**config.mk**
```make
export PLATFORM = sky130hd
export DESIGN_NAME = hazard_unit
export DESIGN_NICKNAME = d
export VERILOG_FILES = /design/src/rtl/hazard_unit.sv
export SDC_FILE = /design/constraint.sdc
export NUM_CORES = 1
export LEC_CHECK = 0
export BUFFER_PORTS_ARGS = -buffer_cell sky130_fd_sc_hd__buf_2
export CORE_ASPECT_RATIO = 1.1
export CORE_MARGIN = 1
export CORE_UTILIZATION = 40
export CTS_BUF_LIST = sky130_fd_sc_hd__clkbuf_16
export CTS_CLUSTER_DIAMETER = 60
export DETAILED_ROUTE_END_ITERATION = 7
export GPL_ROUTABILITY_DRIVEN = 0
export PLACE_DENSITY = 0.78
export SYNTH_ARGS = -nofsm -noshare
export SYNTH_HDL_FRONTEND = slang
export SYNTH_SLANG_ARGS = --single-unit
```
**constraint.sdc**
```tcl
create_clock -name i_clk -period 2.03 [get_ports i_clk]
set_input_delay 0.1015 -clock i_clk [delete_from_list [all_inputs] [get_ports i_clk]]
set_output_delay 0.1015 -clock i_clk [all_outputs]
set_load 0.01 [all_outputs]
```
**src/rtl/hazard_unit.sv**
```systemverilog
// hazard_unit -- pipeline hazard control for a 5-stage in-order core.
//   * EX-stage operand forwarding selects (combinational, M beats W).
//   * Load-use detection: stalls F/D and bubbles ID/EX for one cycle.
//   * Branch/jump redirect: flushes IF/ID and ID/EX.
//   * Multi-cycle mul/div occupancy of EX via a small IDLE/BUSY FSM that
//     holds the front of the pipe for MULDIV_LATENCY-1 cycles.
// Optional build macro HAZARD_PERF_EN adds three 32-bit performance counters.
// i_rst is asynchronous and active-low; while low, every output reads 0.
module hazard_unit #(
  parameter int REG_WIDTH      = 5,
  parameter int MULDIV_LATENCY = 4   // legal range 1..16
) (
  input  logic                 i_clk,
  input  logic                 i_rst,
  input  logic [REG_WIDTH-1:0] i_rs1_d,
  input  logic [REG_WIDTH-1:0] i_rs2_d,
  input  logic [REG_WIDTH-1:0] i_rs1_e,
  input  logic [REG_WIDTH-1:0] i_rs2_e,
  input  logic [REG_WIDTH-1:0] i_rd_e,
  input  logic [REG_WIDTH-1:0] i_rd_m,
  input  logic [REG_WIDTH-1:0] i_rd_w,
  input  logic [1:0]           i_result_src_e,
  input  logic                 i_reg_write_m,
  input  logic                 i_reg_write_w,
  input  logic                 i_pc_src_e,
  input  logic                 i_muldiv_e,
  output logic                 o_stall_f,
  output logic                 o_stall_d,
  output logic                 o_flush_d,
  output logic                 o_stall_e,
  output logic                 o_flush_e,
  output logic                 o_flush_m,
  output logic [1:0]           o_forward_a_e,
  output logic [1:0]           o_forward_b_e,
`ifdef HAZARD_PERF_EN
  output logic [31:0]          o_perf_stall_cycles,
  output logic [31:0]          o_perf_flushes,
  output logic [31:0]          o_perf_lu_stalls,
`endif
  output logic                 o_busy
);

  localparam logic S_IDLE = 1'b0;
  localparam logic S_BUSY = 1'b1;

  // A latency of 1 means the op finishes in its own EX cycle: no FSM use.
  localparam logic       MD_MULTI    = (MULDIV_LATENCY > 1);
  // Remaining BUSY hold cycles after the combinational first stall.
  localparam logic [3:0] COUNT_START = 4'((MULDIV_LATENCY > 1) ? (MULDIV_LATENCY - 2) : 0);

  localparam logic [REG_WIDTH-1:0] ZERO_REG = '0;

  logic       r_state;
  logic [3:0] r_count;
  logic       w_state_nxt;
  logic [3:0] w_count_nxt;

  logic       w_lw_hz;
  logic       w_md_hz;
  logic       w_lu_stall;
  logic       w_stall_f;
  logic       w_flush_d;
  logic       w_stall_e;
  logic       w_flush_e;
  logic [1:0] w_fwd_a;
  logic [1:0] w_fwd_b;

  // Forwarding selects: newest producer (M) wins over W; x0 never forwards.
  always_comb begin
    // NOTE: every always_comb output gets a default first so no path leaves it unassigned (no latch).
    w_fwd_a = 2'b00;
    w_fwd_b = 2'b00;
    if (i_reg_write_m && (i_rd_m != ZERO_REG) && (i_rd_m == i_rs1_e))
      w_fwd_a = 2'b10;
    else if (i_reg_write_w && (i_rd_w != ZERO_REG) && (i_rd_w == i_rs1_e))
      w_fwd_a = 2'b01;
    if (i_reg_write_m && (i_rd_m != ZERO_REG) && (i_rd_m == i_rs2_e))
      w_fwd_b = 2'b10;
    else if (i_reg_write_w && (i_rd_w != ZERO_REG) && (i_rd_w == i_rs2_e))
      w_fwd_b = 2'b01;
  end

  assign w_lw_hz = (i_result_src_e == 2'b01) && (i_rd_e != ZERO_REG) &&
                   ((i_rd_e == i_rs1_d) || (i_rd_e == i_rs2_d));
  assign w_md_hz = i_muldiv_e && MD_MULTI;

  // FSM next state and stall/flush decode; BUSY ignores redirects and load-use.
  always_comb begin
    w_state_nxt = r_state;
    w_count_nxt = r_count;
    w_stall_f   = 1'b0;
    w_flush_d   = 1'b0;
    w_stall_e   = 1'b0;
    w_flush_e   = 1'b0;
    w_lu_stall  = 1'b0;
    if (r_state == S_IDLE) begin
      w_stall_f  = w_lw_hz || w_md_hz;
      w_stall_e  = w_md_hz;
      w_flush_e  = w_lw_hz || i_pc_src_e;
      w_flush_d  = i_pc_src_e;
      w_lu_stall = w_lw_hz;
      if (w_md_hz) begin
        w_state_nxt = S_BUSY;
        w_count_nxt = COUNT_START;
      end
    end else begin
      w_stall_f = (r_count != 4'd0);
      w_stall_e = (r_count != 4'd0);
      if (r_count != 4'd0)
        w_count_nxt = r_count - 4'd1;
      else
        w_state_nxt = S_IDLE;   // EX op completes and advances this cycle
    end
  end

  // State and countdown registers; async reset drops any pending mul/div hold.
  always_ff @(posedge i_clk or negedge i_rst) begin
    // NOTE: sequential state uses non-blocking assignment so every register samples pre-edge values.
    if (!i_rst) begin
      r_state <= S_IDLE;
      r_count <= 4'd0;
    end else begin
      r_state <= w_state_nxt;
      r_count <= w_count_nxt;
    end
  end

  // Outputs are forced low while reset is held, independent of any clock edge.
  assign o_stall_f     = i_rst & w_stall_f;
  assign o_stall_d     = i_rst & w_stall_f;
  assign o_flush_d     = i_rst & w_flush_d;
  assign o_stall_e     = i_rst & w_stall_e;
  assign o_flush_e     = i_rst & w_flush_e;
  assign o_flush_m     = i_rst & w_stall_e;
  assign o_forward_a_e = i_rst ? w_fwd_a : 2'b00;
  assign o_forward_b_e = i_rst ? w_fwd_b : 2'b00;
  assign o_busy        = i_rst & (r_state == S_BUSY);

`ifdef HAZARD_PERF_EN
  logic [31:0] r_perf_stall_cycles;
  logic [31:0] r_perf_flushes;
  logic [31:0] r_perf_lu_stalls;

  // Free-running event counters; wrap modulo 2^32.
  always_ff @(posedge i_clk or negedge i_rst) begin
    if (!i_rst) begin
      r_perf_stall_cycles <= 32'd0;
      r_perf_flushes      <= 32'd0;
      r_perf_lu_stalls    <= 32'd0;
    end else begin
      if (w_stall_f)  r_perf_stall_cycles <= r_perf_stall_cycles + 32'd1;
      if (w_flush_d)  r_perf_flushes      <= r_perf_flushes + 32'd1;
      if (w_lu_stall) r_perf_lu_stalls    <= r_perf_lu_stalls + 32'd1;
    end
  end

  assign o_perf_stall_cycles = r_perf_stall_cycles;
  assign o_perf_flushes      = r_perf_flushes;
  assign o_perf_lu_stalls    = r_perf_lu_stalls;
`endif

endmodule

```
==> flow_summary.json, run 1 <==
{
  "utilization": 0.682,
  "post-place-cells": 154,
  "startpoint": "r_count[0]",
  "final_max_slew_viol_count": 0,
  "ys_top_cells_by_count": "24 x xor2_1, 6 x xnor2_1, 5 x dfrtp_1, 4 x nand3_1, 4 x or4_1",
  "dp_slack_ns": 0.254,
  "worst_setup_path_endpoint": "o_stall_d",
  "synthMuxAreaShare": 0,
  "rows": 15,
  "netlist_area_um2": 736,
  "rr_worst_depth": 6,
  "relSlewSlack": 0.709,
  "grt_max_degree": 13,
  "stdcell_count": 159,
  "setup_ws_ns": 0.0714,
  "synth.most_common_cell": "xor2_1",
  "finalClockSkew_ns": 0.00195,
  "period_needed_ns": 1.96,
  "async_flop_share": 1.00,
  "grt_pass1_wl_um": 3310,
  "cts_max_level": 1,
  "antenna_cells": 0,
  "cts.sinks": 5,
  "worstSkewPairLatency_ns": 0.23,
  "cts_buffers": 3,
  "dr.pass1.iters": 4,
  "synth_nets": 131,
  "hold_viol": 0,
  "drt_iter0_drc": 17,
  "grt_usage": 0.224,
  "start_util": 0.445,
  "ctsLongestPathBuffers": 2,
  "synthAdderAreaFrac": 0.0340,
  "critPathRequiredTime_ns": 1.93,
  "areaGrowthSynthToFinish_pct": 53.1,
  "grt_pass1_vias": 789,
  "synth.distinct_cells": 30,
  "synth_simple_gate_area_share": 0.270,
  "netlist_instances": 86,
  "antenna_found_initial": 0,
  "portBuffers": 53,
  "cp-end-kind": "output port",
  "max_cap_violations": 0,
  "worst_setup_path_start_kind": "flip-flop",
  "synth_compound_area_frac": 0.133,
  "n_fill_cell": 144,
  "ys.flop_type": "dfrtp_1",
  "root_buffer": "clkbuf_16",
  "place_area_um2": 1010,
  "cp.arrival_ns": 1.86,
  "vias": 842,
  "worstMarginPinSlew_ns": 0.432,
  "synth.avg_cell_area_um2": 8.55,
  "ant_nets": 0,
  "cts_setup_buffers": 0,
  "finalNetCount": 188,
  "avgViaCountPerCell": 5.30,
  "leakage_uw": 0.000550,
  "core_area_um2": 1650,
  "ys_seq_area_frac": 0.170,
  "powerDensity_nw_per_um2": 849,
  "path_class": "reg -> out",
  "synthXorXnorAreaFrac": 0.357,
  "crit_chain": "inv_1 -> ha_1 -> nand4bb_4 -> o21ai_4 -> inv_2 -> and2_1 -> o21bai_1 -> buf_2",
  "synth_edf_count": 0,
  "die_y_um": 47.0,
  "hold_class": "in -> reg",
  "synth_top_area_frac": 0.286,
  "outcome": "completed",
  "reg2reg_to": "r_count[2]",
  "wire_per_inst_um": 14.3,
  "r2r_start": "r_count[0]",
  "synthTopCellsByArea": "xor2_1 29%, dfrtp_1 17%, xnor2_1 7.1%, or4_1 4.1%, ha_1 3.4%",
  "clock.fmax_mhz": 511,
  "final_cell_area_um2": 1130,
  "peakVddDrop_mv": 0.671,
  "totalWireLength_um": 2270,
  "layout-drive-gt1-share": 0.458,
  "r2r_slack_ns": 0.53,
  "io_pins": 54,
  "slowest_delay_ns": 0.38,
  "finalCritPeriodShare": 0.965,
  "cpMaxStageDelayCell": "dfrtp_1",
  "overflow": 0,
  "synth_seq_cells": 5,
  "setup_viol": 0,
  "clk_pin_slew_worst_paths_ns": 0.03,
  "synth_top_area_cell": "xor2_1",
  "yosysWarnings": 0,
  "cp_max_fo": 6,
  "drc_errors": 0,
  "cts_tree": "done",
  "synth_top_family_by_area": "XOR/XNOR gates",
  "dieArea_um2": 2010,
  "hpwl_um": 1720,
  "die_w_um": 42.9
}
layout by cell type (no fill, tap or decap), drive strengths merged:
cell          n
a21oi         1
a22o          2
a22oi         1
a32oi         1
and2          5
buf          53
clkbuf        3
dfrtp         5
dlygate4sd3   1
ha            2
inv           4
nand2         1
nand2b        3
nand3         4
nand4bb       1
nor2          3
nor2b         1
nor3          3
nor4          4
o211ai        1
o21ai         5
o21bai        2
o31ai         1
or4           5
xnor2         6
xor2         24
worst max-delay path, delay by kind of cell, from the launching register on:
family / cells / cell delay [ns]
simple gates: 2 / 0.36
flops: 1 / 0.38
compound gates: 2 / 0.31
fa+ha+maj: 1 / 0.25
buf+inv: 3 / 0.34
per-stage QoR:
| stage | TNS, ns | hold WS (ns) | power (uW) |
|---|---|---|---|
| finish | 0 | 0.161 | 957 |
| detailed placement | 0 | -0.0403 | 573 |
| CTS | 0 | 0.174 | 903 |
| floorplan | 0 | -0.194 | 437 |
| global placement | 0 | -0.0426 | 553 |
| global route | -0.0598 | 0.173 | 1020 |
registers in the layout, indices dropped and copies added (netlist names):
name	cells
r_count	4
r_state	1
per-layer routing:
layer | share of wire | up-vias | track usage
met4 | 0.015 | 0 | 0.0938
met2 | 0.54 | 37 | 0.397
met3 | 0.053 | 4 | 0.0692
li1 | - | 417 | -
met5 | 0 | - | 0
met1 | 0.39 | 384 | 0.255
cell families (layout without fill, tap and decap cells):
logic type,after synthesis,count (layout)
buffers and inverters,5,61
XOR/XNOR,30,30
flip-flops,5,5
adder cells (fa/ha/maj),2,2
AO/OA/AOI/OAI,14,14
AND/OR/NAND/NOR,30,30
worst min-delay path by stage:
| stage | start | to | cells after the start |
|---|---|---|---|
| after CTS | i_muldiv_e | r_state | 3 |
| final | i_muldiv_e | r_state | 3 |
| after global routing | i_muldiv_e | r_state | 3 |
| after detailed placement | i_rst | r_count[2] | 1 |
| after global placement | i_rst | r_count[2] | 1 |
| after floorplan | i_rst | r_count[0] | 0 |
final cells by class:
class                      instances  area, um2  area share
clock buffer                       3       75.1      0.0667
clock inverter                     1       3.75     0.00333
sequential                         5        125       0.111
inverter                           3       11.3      0.0100
multi-input combinational         76        612       0.543
timing repair buffer              54        278       0.247
tap                               17       21.3      0.0189
what timing repair did:
item,4_1_cts,5_1_grt
endpoints found under the setup margin,2,4
hold buffers,1,0
resized for setup,1,4
hold endpoints to repair,5,0
power by group:
group / switching, uW / internal [uW]
Combinational: 218 / 211
Sequential: 63.1 / 148
Clock: 61.5 / 255
(Power assumes the default switching activity.)
==> inputs of run 2 (changes only) <==
- SETUP_SLACK_MARGIN: not set -> 0.5
==> run 2 against run 1 <==
  * Die area unchanged
  * Worst setup slack improved by 0.30 ns
  * Clock power increased by 3%
  * Non-clock buffer count increased by 11
  * Sequential cell count unchanged
  * Clock-buffer cell count unchanged
  * Combinational power increased by 45%
  * Global-route usage increased by 1.5 points
  * Largest cell class unchanged
==> flow_summary.json, run 2 (synthesis results as in run 1) <==
{
  "peakVddDrop_mv": 1.07,
  "path_class": "reg -> out",
  "hp-start": "i_muldiv_e",
  "rsz0062_at_grt": "true",
  "rows": 15,
  "setup_viol": 0,
  "finalCritPeriodShare": 0.815,
  "worst_setup_path_start_kind": "flip-flop",
  "wl_met3_um": 215,
  "dieArea_um2": 2010,
  "reg2reg_to": "r_count[3]",
  "overflow": 0,
  "ant_nets": 0,
  "drc_errors": 0,
  "drt_iter0_drc": 18,
  "top_regs": "r_count (4), r_state (1)",
  "cts.sinks": 5,
  "cpMaxStageDelayCell": "dfrtp_1",
  "finalPower_uw": 1150,
  "io_pins": 54,
  "hold_class": "in -> reg",
  "final_common_cell": "buf_2",
  "worstMarginPinSlew_ns": 0.328,
  "route.met2.wl_um": 1390,
  "dr.pass1.iters": 4,
  "crit_chain": "inv_2 -> ha_4 -> nand4bb_1 -> o21ai_2 -> inv_2 -> and2_4 -> o21bai_4 -> buf_6",
  "r2r_start": "r_count[0]",
  "period_needed_ns": 1.65,
  "critPathRequiredTime_ns": 1.93,
  "powerDensity_nw_per_um2": 911,
  "die_w_um": 42.9,
  "finalNetCount": 199,
  "final_max_slew_viol_count": 0,
  "rr_worst_depth": 5,
  "cts_max_level": 1,
  "die_y_um": 47.0,
  "cts_buffers": 3,
  "place_area_um2": 1020,
  "hold_viol": 0,
  "start_util": 0.445,
  "holdPathStages": 4,
  "worstSkewPairLatency_ns": 0.23,
  "antenna_cells": 0,
  "cp-end-kind": "output port",
  "core_area_um2": 1650,
  "root_buffer": "clkbuf_16",
  "regMostFlops": "r_count",
  "wire_per_inst_um": 14.9,
  "wl_met1_um": 908,
  "clk_pin_slew_worst_paths_ns": 0.04,
  "clock.fmax_mhz": 604,
  "grt_max_degree": 13,
  "max_cap_violations": 0,
  "hold_end": "r_state",
  "finalClockSkew_ns": 0.00535,
  "final_cell_area_um2": 1260,
  "outcome": "completed",
  "mostFrequentLayoutCells": "50 x buf_2, 24 x xor2_1, 12 x buf_4, 6 x xnor2_1, 5 x dfrtp_1",
  "largest_reg_flops": 4,
  "tns_ns": 0,
  "vias": 918,
  "layout-drive-gt1-share": 0.549,
  "totalWireLength_um": 2530,
  "grt_usage": 0.239,
  "areaGrowthSynthToFinish_pct": 71.3,
  "cts_tree": "done",
  "portBuffers": 53,
  "grt_pass1_vias": 797,
  "leakage_uw": 0.000613,
  "hpwl_um": 1670,
  "cpMostUsedCell": "inv_2",
  "slowest_delay_ns": 0.38,
  "grt_pass1_wl_um": 3450,
  "cp_max_fo": 3,
  "r2r_slack_ns": 0.47,
  "avgViaCountPerCell": 5.40,
  "antenna_found_initial": 0,
  "ctsLongestPathBuffers": 2,
  "relSlewSlack": 0.782,
  "cp.arrival_ns": 1.55,
  "top_layer": "met4"
}
## run 2: cell count changes in the layout (fill, tap and decap cells not counted), sizes merged
cell,previous run,this run
buf,53,64
## run 2: cell type report
| cell class | instances | area, um2 |
|---|---|---|
| clock buffer | 3 | 75.1 |
| clock inverter | 1 | 3.75 |
| fill | 122 | 392 |
| inverter | 3 | 11.3 |
| multi-input combinational | 76 | 651 |
| sequential | 5 | 125 |
| tap | 17 | 21.3 |
| timing repair buffer | 65 | 373 |
## run 2: worst max-delay path: cells and delay by family, from the launching register on
family,cells,cell delay (ns)
AND/OR/NAND/NOR,2,0.27
flip-flops,1,0.38
AO/OA/AOI/OAI,2,0.28
adder cells (fa/ha/maj),1,0.12
buffers and inverters,3,0.28
## run 2: worst max path at each step
| stage | endpoint | start | slack [ns] | cells past startpoint |
|---|---|---|---|---|
| floorplan | o_stall_f | r_count[0] | 0.51 | 8 |
| global placement | o_stall_f | r_count[1] | 0.49 | 8 |
| detailed placement | o_stall_d | r_count[1] | 0.42 | 8 |
| CTS | o_stall_d | r_count[1] | 0.40 | 8 |
| global route | o_stall_d | r_count[1] | 0.32 | 8 |
| finish | o_stall_f | r_count[1] | 0.38 | 8 |
## run 2: timing repair
| action | CTS | global route |
|---|---|---|
| buffers inserted | 7 | 4 |
| endpoints found under the setup margin | 4 | 6 |
| endpoints found under the hold margin | 5 | 5 |
| resized for setup | 5 | 8 |
| cloned | 0 | 0 |
| pin swaps | 1 | 6 |
## run 2: through the flow
| step | hold WS [ns] | util | cells | worst slack (ns) |
|---|---|---|---|---|
| 2_1_floorplan | -0.194 | - | 86 | 0.515 |
| 3_3_place_gp | -0.0382 | 0.620 | 154 | 0.490 |
| 3_5_place_dp | -0.0369 | 0.620 | 154 | 0.421 |
| 4_1_cts | -0.278 | 0.715 | 165 | 0.396 |
| 5_1_grt | 0.206 | 0.763 | 170 | 0.319 |
| 6_report | 0.196 | 0.763 | 170 | 0.376 |
## run 2: report_power, final
part	internal [uW]	switching [uW]	total (uW)
Sequential	148	49.9	198
Clock	256	70.2	326
Combinational	340	283	623
## run 2: metal layers
metal	track usage	vias to the layer above
li1	-	438
met1	0.245	423
met2	0.482	54
met3	0.0692	3
met4	0.0563	0
met5	0	-
==> inputs of run 3 (changes only) <==
- clock period: 2.03 -> 1.54 ns (I/O delays scaled with it)
==> run 3 against run 2 <==
  * The run now ends with setup timing left
  * Die area unchanged
  * Register-to-register slack worse by 0.57 ns
  * Utilization is 15 points higher
  * Clock-buffer cell count did not move
  * Sequential share of layout area is 1.5 points lower
  * Critical path depth unchanged
  * First-iteration DRC count rose by 44%
  * Highest routed layer unchanged
  * Global-route usage rose by 6.6 points
  * Cell count rose by 3.5%
==> flow_summary.json, run 3 (synthesis results as in run 1) <==
{
  "worst-path-buf-inv": 3,
  "dr.pass1.iters": 4,
  "antenna_cells": 0,
  "critPathTopFamily": "flip-flops",
  "finalClockSkew_ns": 0.00486,
  "cts_buffers": 3,
  "met2_usage": 0.597,
  "start_util": 0.445,
  "drt_iter0_drc": 26,
  "rsz0062_at_grt": "true",
  "dieArea_um2": 2010,
  "cp_max_fo": 3,
  "die_w_um": 42.9,
  "peakVddDrop_mv": 1.37,
  "cp-end-kind": "output port",
  "hold_viol": 0,
  "top_regs": "r_count (4), r_state (1)",
  "setup_ws_ns": -0.105,
  "io_pins": 54,
  "met3_usage": 0.0769,
  "areaGrowthSynthToFinish_pct": 105,
  "hpwl_um": 1750,
  "finalCritPeriodShare": 1.07,
  "largest_reg_flops": 4,
  "grtUsageMet1": 0.304,
  "regMostFlops": "r_count",
  "wire_per_inst_um": 19.2,
  "hold_class": "in -> async",
  "worstMarginPinSlew_ns": 0.442,
  "dp_slack_ns": 0.0553,
  "mostFrequentLayoutCells": "38 x buf_2, 23 x xor2_1, 19 x buf_6, 11 x buf_4",
  "grt_usage": 0.305,
  "cts_tree": "done",
  "ant_nets": 0,
  "slowest_delay_ns": 0.39,
  "powerDensity_nw_per_um2": 1200,
  "tns_ns": -0.418,
  "totalWireLength_um": 3370,
  "critPathRequiredTime_ns": 1.46,
  "final_cell_area_um2": 1510,
  "root_buffer": "clkbuf_16",
  "max_cap_violations": 0,
  "cpMaxStageDelayCell": "dfrtp_1",
  "worstSkewPairLatency_ns": 0.23,
  "layout-drive-gt1-share": 0.623,
  "drc_errors": 0,
  "path_class": "reg -> out",
  "period_needed_ns": 1.64,
  "grt_pass1_wl_um": 4300,
  "finalPower_uw": 1800,
  "place_area_um2": 1130,
  "n_fill_cell": 69,
  "portBuffers": 53,
  "final_common_cell": "buf_2",
  "whs_ns": 0.408,
  "setup_viol": 7,
  "leakage_uw": 0.000699,
  "cts_max_level": 1,
  "cpMostUsedCell": "inv_2",
  "grt_pass1_vias": 922,
  "clk_pin_slew_worst_paths_ns": 0.04,
  "outcome": "complete, but fails checks",
  "antenna_found_initial": 0,
  "top_usage_layer": "met2",
  "violations": "setup timing",
  "rows": 15,
  "relSlewSlack": 0.705,
  "vias": 984,
  "cp.arrival_ns": 1.57,
  "overflow": 0,
  "avgViaCountPerCell": 5.59,
  "worst_setup_path_start_kind": "flip-flop",
  "crit_chain": "inv_2 -> ha_4 -> nand4bb_4 -> o21ai_4 -> inv_2 -> and2_4 -> o21bai_4 -> buf_6",
  "ctsLongestPathBuffers": 2,
  "cts.sinks": 5,
  "die_y_um": 47.0,
  "core_area_um2": 1650,
  "final_max_slew_viol_count": 0,
  "clock.fmax_mhz": 608,
  "finalNetCount": 205,
  "grt_max_degree": 8
}
[run 3: changes by cell type in the layout (fill, tap and decap cells not counted), sizes merged]
cell / previous run / this run
buf: 64 / 70
[run 3: power by group]
part	total, uW	switching (uW)	leakage [uW]	internal, uW
registers	270	73.2	0.0000575	197
logic	1100	467	0.000600	632
clock network	435	97.2	0.0000423	337
[run 3: per-layer routing]
layer	vias up	share of wire
li1	451	-
met1	461	0.37
met4	0	0.042
met2	60	0.53
met5	-	0
met3	12	0.064
[run 3: final timing paths]
kind,end,depth (start not counted),slack [ns],startpoint
worst min register to register,r_count[3],1,0.58,r_count[3]
worst max register to register,r_count[0],11,-0.10,r_count[1]
max in group asynchronous,r_state,3,0.91,i_rst
worst max-delay path,o_stall_d,8,-0.10,r_count[1]
worst min-delay path,r_count[0],3,0.41,i_rst
min in group i_clk,r_count[1],5,0.41,i_muldiv_e
[run 3: what timing repair did]
item / CTS / global route
endpoints found under the hold margin: 5 / 0
setup buffers: 13 / 3
endpoints found under the setup margin: 16 / 16
pin swaps: 12 / 10
hold buffers: 1 / 0
resized for setup: 28 / 10
[run 3: through the flow]
stage,std cells,util
2_1_floorplan,86,-
3_3_place_gp,155,0.686
3_5_place_dp,155,0.686
4_1_cts,173,0.868
5_1_grt,176,0.912
6_report,176,0.912
[run 3: worst min-delay path, delay by kind of cell]
| family | cells | cell delay [ns] |
|---|---|---|
| buffers and inverters | 3 | 0.93 |
[run 3: area by class of cell]
type                            count  area [um2]  share of cell area
Tap cell                           17        21.3              0.0141
Sequential cell                     5         126              0.0839
Clock buffer                        3        75.1              0.0498
Clock inverter                      1        3.75             0.00249
Multi-Input combinational cell     76         742               0.493
Inverter                            3        11.3             0.00748
Timing Repair Buffer               71         527               0.350
